===== config.mk =====
export PLATFORM = sky130hd
export DESIGN_NAME = grf_hazard_ctrl
export DESIGN_NICKNAME = d
export VERILOG_FILES = /design/src/rtl/grf_hazard_ctrl.sv
export SDC_FILE = /design/constraint.sdc
export NUM_CORES = 1
export LEC_CHECK = 0
export ABC_AREA = 0
export BUFFER_PORTS_ARGS = -buffer_cell sky130_fd_sc_hd__buf_2
export CORE_MARGIN = 8
export CORE_UTILIZATION = 41
export CTS_CLUSTER_SIZE = 8
export DETAILED_ROUTE_END_ITERATION = 16
export GPL_TIMING_DRIVEN = 0
export SYNTH_ARGS = -nofsm -noshare
export SYNTH_HDL_FRONTEND = slang
export SYNTH_SLANG_ARGS = --single-unit

===== constraint.sdc =====
create_clock -name clk -period 1.96 [get_ports clk]
set_input_delay 0.196 -clock clk [delete_from_list [all_inputs] [get_ports clk]]
set_output_delay 0.196 -clock clk [all_outputs]
set_load 0.02 [all_outputs]

===== src/rtl/grf_hazard_ctrl.sv =====
// Hazard/forwarding controller: shadow E/M/W writer slots vs. D-stage operands.
// Optional mult/div interlock enabled by defining GRF_HAZARD_MD_INTERLOCK_EN.
module grf_hazard_ctrl #(
    parameter int TW = 2,
    parameter int AW = 5
) (
    input  logic          clk,
    input  logic          reset,
    input  logic          d_valid,
    input  logic [AW-1:0] d_rs,
    input  logic [AW-1:0] d_rt,
    input  logic          d_rs_used,
    input  logic          d_rt_used,
    input  logic [TW-1:0] d_rs_tuse,
    input  logic [TW-1:0] d_rt_tuse,
    input  logic [AW-1:0] d_dst,
    input  logic [TW-1:0] d_tnew,
    input  logic          d_is_md,
    input  logic          d_md_start,
    input  logic          md_busy,
    output logic          stall,
    output logic [1:0]    fwd_d_rs,
    output logic [1:0]    fwd_d_rt,
    output logic [1:0]    fwd_e_rs,
    output logic [1:0]    fwd_e_rt
);

    function automatic logic [TW-1:0] sat_dec(input logic [TW-1:0] x);
        return (x == '0) ? '0 : x - 1'b1;
    endfunction

    function automatic logic hit(input logic vld, input logic [AW-1:0] dst,
                                 input logic [AW-1:0] a);
        return vld && (dst != '0) && (dst == a);
    endfunction

    logic          e_vld_p0, m_vld_p1, w_vld_p2;
    logic [AW-1:0] e_dst_p0, m_dst_p1, w_dst_p2;
    logic [TW-1:0] e_tnew_p0, m_tnew_p1, w_tnew_p2;
    logic [AW-1:0] e_rs_p0, e_rt_p0;
    logic          md_stall;

    // E slot: loads D, or a bubble while D is stalled
    always_ff @(posedge clk or negedge reset) begin
        if (!reset) begin
            e_vld_p0  <= 1'b0;
            e_dst_p0  <= '0;
            e_tnew_p0 <= '0;
            e_rs_p0   <= '0;
            e_rt_p0   <= '0;
        end else if (stall) begin
            e_vld_p0  <= 1'b0;
            e_dst_p0  <= '0;
            e_tnew_p0 <= '0;
            e_rs_p0   <= '0;
            e_rt_p0   <= '0;
        end else begin
            e_vld_p0  <= d_valid;
            e_dst_p0  <= d_dst;
            e_tnew_p0 <= d_tnew;
            e_rs_p0   <= d_rs;
            e_rt_p0   <= d_rt;
        end
    end

    // M and W slots: always advance, counting down the remaining latency
    always_ff @(posedge clk or negedge reset) begin
        if (!reset) begin
            m_vld_p1  <= 1'b0;
            m_dst_p1  <= '0;
            m_tnew_p1 <= '0;
            w_vld_p2  <= 1'b0;
            w_dst_p2  <= '0;
            w_tnew_p2 <= '0;
        end else begin
            m_vld_p1  <= e_vld_p0;
            m_dst_p1  <= e_dst_p0;
            m_tnew_p1 <= sat_dec(e_tnew_p0);
            w_vld_p2  <= m_vld_p1;
            w_dst_p2  <= m_dst_p1;
            w_tnew_p2 <= sat_dec(m_tnew_p1);
        end
    end

`ifdef GRF_HAZARD_MD_INTERLOCK_EN
    logic e_md_p0;

    always_ff @(posedge clk or negedge reset) begin
        if (!reset) begin
            e_md_p0 <= 1'b0;
        end else if (stall) begin
            e_md_p0 <= 1'b0;
        end else begin
            e_md_p0 <= d_md_start;
        end
    end

    // md_busy lags the start by one cycle; the E-slot start bit covers that gap
    assign md_stall = d_is_md && (md_busy || (e_vld_p0 && e_md_p0));
`else
    logic unused_md;
    assign unused_md = d_is_md ^ d_md_start ^ md_busy;
    assign md_stall  = 1'b0;
`endif

    logic unused_w_tnew;
    assign unused_w_tnew = ^w_tnew_p2;

    logic e_hit_rs, e_hit_rt, m_hit_rs, m_hit_rt;
    logic raw_rs, raw_rt;
    logic m_hit_ers, m_hit_ert, w_hit_ers, w_hit_ert;

    assign e_hit_rs = hit(e_vld_p0, e_dst_p0, d_rs);
    assign e_hit_rt = hit(e_vld_p0, e_dst_p0, d_rt);
    assign m_hit_rs = hit(m_vld_p1, m_dst_p1, d_rs);
    assign m_hit_rt = hit(m_vld_p1, m_dst_p1, d_rt);

    // M tnew is already the remaining latency, so it compares directly against tuse
    assign raw_rs = d_rs_used && (e_hit_rs ? (e_tnew_p0 > d_rs_tuse)
                                           : (m_hit_rs && (m_tnew_p1 > d_rs_tuse)));
    assign raw_rt = d_rt_used && (e_hit_rt ? (e_tnew_p0 > d_rt_tuse)
                                           : (m_hit_rt && (m_tnew_p1 > d_rt_tuse)));

    assign stall = d_valid && (raw_rs || raw_rt || md_stall);

    assign fwd_d_rs = e_hit_rs ? ((e_tnew_p0 == '0) ? 2'd1 : 2'd0)
                    : (m_hit_rs && (m_tnew_p1 == '0)) ? 2'd2 : 2'd0;
    assign fwd_d_rt = e_hit_rt ? ((e_tnew_p0 == '0) ? 2'd1 : 2'd0)
                    : (m_hit_rt && (m_tnew_p1 == '0)) ? 2'd2 : 2'd0;

    assign m_hit_ers = hit(m_vld_p1, m_dst_p1, e_rs_p0);
    assign m_hit_ert = hit(m_vld_p1, m_dst_p1, e_rt_p0);
    assign w_hit_ers = hit(w_vld_p2, w_dst_p2, e_rs_p0);
    assign w_hit_ert = hit(w_vld_p2, w_dst_p2, e_rt_p0);

    assign fwd_e_rs = !e_vld_p0 ? 2'd0
                    : (m_hit_ers && (m_tnew_p1 == '0)) ? 2'd1
                    : w_hit_ers ? 2'd2 : 2'd0;
    assign fwd_e_rt = !e_vld_p0 ? 2'd0
                    : (m_hit_ert && (m_tnew_p1 == '0)) ? 2'd1
                    : w_hit_ert ? 2'd2 : 2'd0;

endmodule


== Yosys cells after proc, flatten, opt, wreduce, memory -nomap -nowiden ==
Cells that the tools add are included.
W data, S select, Z words.

* Register bits: 32
* Bits of input ports: 29

* $add $sub $neg: 1
* Magnitude comparators: 4
* Eq/ne operators: 8
* Multiplexer cells: 19
* Reduce and logical (&&, ||, !) cells: 26

{| class="wikitable"
|+ Operators by type and width
! operator !! number
|-
| $eq A5 B5 Y1 || 8
|-
| $mux W2 || 12
|-
| $logic_and A1 B1 Y1 || 20
|-
| $mux W5 || 3
|-
| $reduce_bool A5 Y1 || 3
|-
| $gt A2 B2 Y1 || 4
|-
| $logic_not A2 Y1 || 2
|-
| $mux W1 || 4
|-
| $sub A2 B1 Y2 const B || 1
|-
| $logic_or A1 B1 Y1 || 1
|}

== Longest topological paths before layout ==
* Word-level depth: 9
* Depth in mapped cells: 9

== Worst setup path before layout ==
OpenSTA, ideal clock, no wires.

* Path type: reg-to-output
* Start point: register m_dst_p1[1]
* End point: output port fwd_e_rs[1]
* Arrival time: 2,094 ps
* Setup slack: -330 ps
* Stages on the path, launching flop included: 7
* Path through: dfrtp_1 -> buf_6 -> or4_1 -> o21a_1 -> nand2_1 -> nor4_1 -> nor4_1

* Longest elaborated chain between the ends: 6
* Elaborated cells between the ends (all ways): 7
* Those cells by class: eq/ne: 1; mux: 2; reduce/logical: 4

{| class="wikitable"
|+ Ends and longest elaborated chain
! element !! RTL line !! text
|-
| from (decl) || 38 || <nowiki>logic [AW-1:0] e_dst_p0, m_dst_p1, w_dst_p2;</nowiki>
|-
| from (signal assigned) || 77 || <nowiki>m_dst_p1 <= e_dst_p0;</nowiki>
|-
| $reduce_bool A5 Y1 || 34 || <nowiki>return vld && (dst != '0) && (dst == a);</nowiki>
|-
| $logic_and A1 B1 Y1 || 34 ||
|-
| $logic_and A1 B1 Y1 * || 34 ||
|-
| $logic_and A1 B1 Y1 * || 137 || <nowiki>: (m_hit_ers && (m_tnew_p1 == '0)) ? 2'd1</nowiki>
|-
| $mux W2 * || 137 ||
|-
| $mux W2 * || 136 || <nowiki>assign fwd_e_rs = !e_vld_p0 ? 2'd0</nowiki>
|-
| to (decl) || 24 || <nowiki>output logic [1:0] fwd_e_rs,</nowiki>
|}

Mark *: on every way between the ends. The rest lies on a longest branch, timed or not.

== Worst setup path after layout ==
* Start point: register m_dst_p1[2]
* End point: output port stall

* Longest elaborated chain between the ends: 8
* Elaborated cells between the ends (all ways): 14
* Those cells by class: eq/ne: 2; mux: 2; reduce/logical: 10

{| class="wikitable"
|+ Ends and longest elaborated chain
! element !! RTL line !! text
|-
| $reduce_bool A5 Y1 || 34 ||
|-
| $logic_and A1 B1 Y1 (2 in a row) || 34 ||
|-
| $logic_and A1 B1 Y1 (on tied branches) || 120, 122 ||
|-
| $mux W1 (on tied branches) || 119, 121 ||
|-
| $logic_and A1 B1 Y1 (on tied branches) || 119, 121 ||
|-
| $logic_or A1 B1 Y1 * || 124 || <nowiki>assign stall = d_valid && (raw_rs || raw_rt || md_stall);</nowiki>
|-
| $logic_and A1 B1 Y1 * || 124 ||
|-
| to (decl) || 21 || <nowiki>output logic stall,</nowiki>
|}

Marked as above.

==> run metrics <==
CTS buffer count 5; Ports 38; top-count cell post-synth dfrtp_1; CP Launch Type flip-flop; Clock Path Buffers 2; Power Dens Cells 604 mW/mm^2; Post-synth EDFFs 0; H-tree Lvls 2; Max Transition Viols Final 0; via count 1,507; cell count after synthesis 191; router iterations before antenna repair 4; Core ar. 0.00463 mm^2; synth warn 0; RSZ-0062 raised after global routing true; Seq cells post-synth 32; top cell type's share of synthesized area 0.413; FP Rows 25; gpl congestion 0.812; Synth Flop Type dfrtp_1; measured slew at the worst slew-check pin 689 ps; Layout area overhead 36.3%; worst setup margin -380 ps; Area contributors post-synth dfrtp_1 (41%), xor2_1 (9.9%), xnor2_1 (8.1%), a211oi_2 (5.8%), ha_1 (5.2%); status finished, violations left; fmax 427 MHz; TritonCTS clock tree built; Post-layout nets 284; Post-Syn Nets 228; CTS sink count 32; Distinct cells, synth 33; Port Buffer Count 34; Die Y 84.8 um; setup_tns -1830 ps; # setup viols final 11; Root Buffer Master clkbuf_8; routed length per instance 16.7 um; vias in the first global route 1,608; Clk Latency, worst-skew pair 280 ps; Clock transition at path regs 60 ps; vias per cell 5.01; RR Startpoint m_dst_p1[2]$_DFF_PN0_; drt initial violations 59; reg2reg path depth 7; final hold viol count 0; Tot GR Track Use 0.144; Rel. slew slack 0.541; Crit Path Class flip-flop to primary output; Die Area 0.00718 mm^2; cell area after synthesis 0.00194 mm^2; total power 1.59 mW; CP required 1760 ps; DRC violations left 0; largest net degree at the start of global routing 33; cell taking the most area after synthesis dfrtp_1; worst reg2reg path endpoint e_rt_p0[1]$_DFF_PN0_; share of cells above drive strength 1 0.417; HP Start d_dst[0]; Avg Synthesized Cell Area 10.1 um^2; R2R Setup Slk -20 ps; Crit. End Element primary output; Hold Crit Class primary input to flip-flop; n_diodes 0; max-cap viol count 0; die width 84.8 um; Post-Route WL 5.01 mm; hold depth 3; failing checks negative setup slack; Seq/Total Area, Yosys 0.413; period utilization 1.19; ANT nets after route 0; Tmin final 2340 ps; commonest cells in the netlist dfrtp_1 (32), inv_1 (23), xor2_1 (22); VDD IR max 0.000456 V; initial antenna violation count 0; first-pass GRT wire length 8.00 mm; worst-path fanout max 3; skew final 2.98 ps; placed wire-length estimate 3.50 mm; leak pwr 1.19 nW; WP data arrival 2140 ps; Starting Density 0.419; Hold Path Sink e_dst_p0[0]$_DFF_PN0_; ys async rst share 1.00; grt ovf 0
routing by layer:
metal,part of all wire,vias to the layer above,GRT usage,wire length [um]
met5,0,-,0,0
met4,0.033,0,0.0680,163
li1,-,748,-,-
met2,0.52,35,0.253,2590
met3,0.035,13,0.0332,174
met1,0.42,711,0.159,2080
area by class of cell:
cell class	count	area, um^2
sequential	32	805
fill	424	1990
inverter	23	86.3
clock buffer	7	96.3
multi-input combinational	126	1140
tap	54	67.6
timing repair buffer	51	350
buffer	8	97.6
what timing repair did:
item | in CTS | in global routing
hold endpoints to repair | 32 | 0
buffers inserted | 12 | 4
hold buffers | 1 | 0
resized for setup | 33 | 23
pin swaps | 10 | 16
endpoints found under the setup margin | 22 | 25
state kept, by name (all words and copies together), names as in the netlist:
signal,count
e_dst_p0,5
e_rs_p0,5
e_rt_p0,5
m_dst_p1,5
w_dst_p2,5
e_tnew_p0,2
m_tnew_p1,2
e_vld_p0,1
m_vld_p1,1
w_vld_p2,1
cells by family after synthesis:
family,Yosys count,share of synthesized area
AO/OA/AOI/OAI,28,0.136
XOR/XNOR,40,0.181
adder cells (fa/ha/maj),8,0.0516
buffers and inverters,33,0.0813
flip-flops,32,0.413
AND/OR/NAND/NOR,50,0.138
worst max-delay path, stage by stage (launching register included):
cell and delay [ps]:
dfrtp_1 380, buf_6 120, or4_4 520, o21a_4 230
and2_4 160, buf_12 120, a21o_4 200, buf_6 120
worst max-delay path by stage:
stage	from	to	slack (ps)	depth (start not counted)
floorplan	m_dst_p1[2]$_DFF_PN0_	stall	-50	7
global placement	m_dst_p1[3]$_DFF_PN0_	stall	-410	9
detailed placement	m_dst_p1[3]$_DFF_PN0_	stall	-440	9
CTS	m_tnew_p1[1]$_DFF_PN0_	stall	-420	9
global route	m_dst_p1[2]$_DFF_PN0_	stall	-440	7
finish	m_dst_p1[2]$_DFF_PN0_	stall	-380	7
report_power, final:
group / switching, mW / internal (mW) / total, mW
clock: 0.226 / 0.312 / 0.538
sequential: 0.0387 / 0.698 / 0.737
combinational: 0.167 / 0.152 / 0.319
total: 0.432 / 1.16 / 1.59
layout by cell type, fill, tap and decap left out, drive strengths merged:
cell / count
buf: 55
dfrtp: 32
inv: 23
xor2: 22
xnor2: 18
a211oi: 17
nand2: 12
clkbuf: 10
nor2: 8
ha: 8
nor4: 5
nand3: 4
o211ai: 4
nor2b: 4
and2: 4
or4: 4
nor3: 4
a21oi: 2
nand4: 1
nand3b: 1
nand4b: 1
a32o: 1
o21a: 1
or2: 1
o32ai: 1
a21o: 1
nor4b: 1
o221ai: 1
dlygate4sd3: 1
through the flow:
stage                     std cells  worst slack (ps)  hold slack, ps  cell area (um^2)  utilization
final                           301              -380             121              2640        0.571
after CTS                       298              -423             120              2530        0.547
after global routing            301              -436             118              2640        0.571
after detailed placement        279              -442             281              2220        0.479
after floorplan                 191             -54.7           -99.6              1980            -
after global placement          279              -412             274              2220        0.479
No activity file was read; power rests on OpenSTA's default activity.
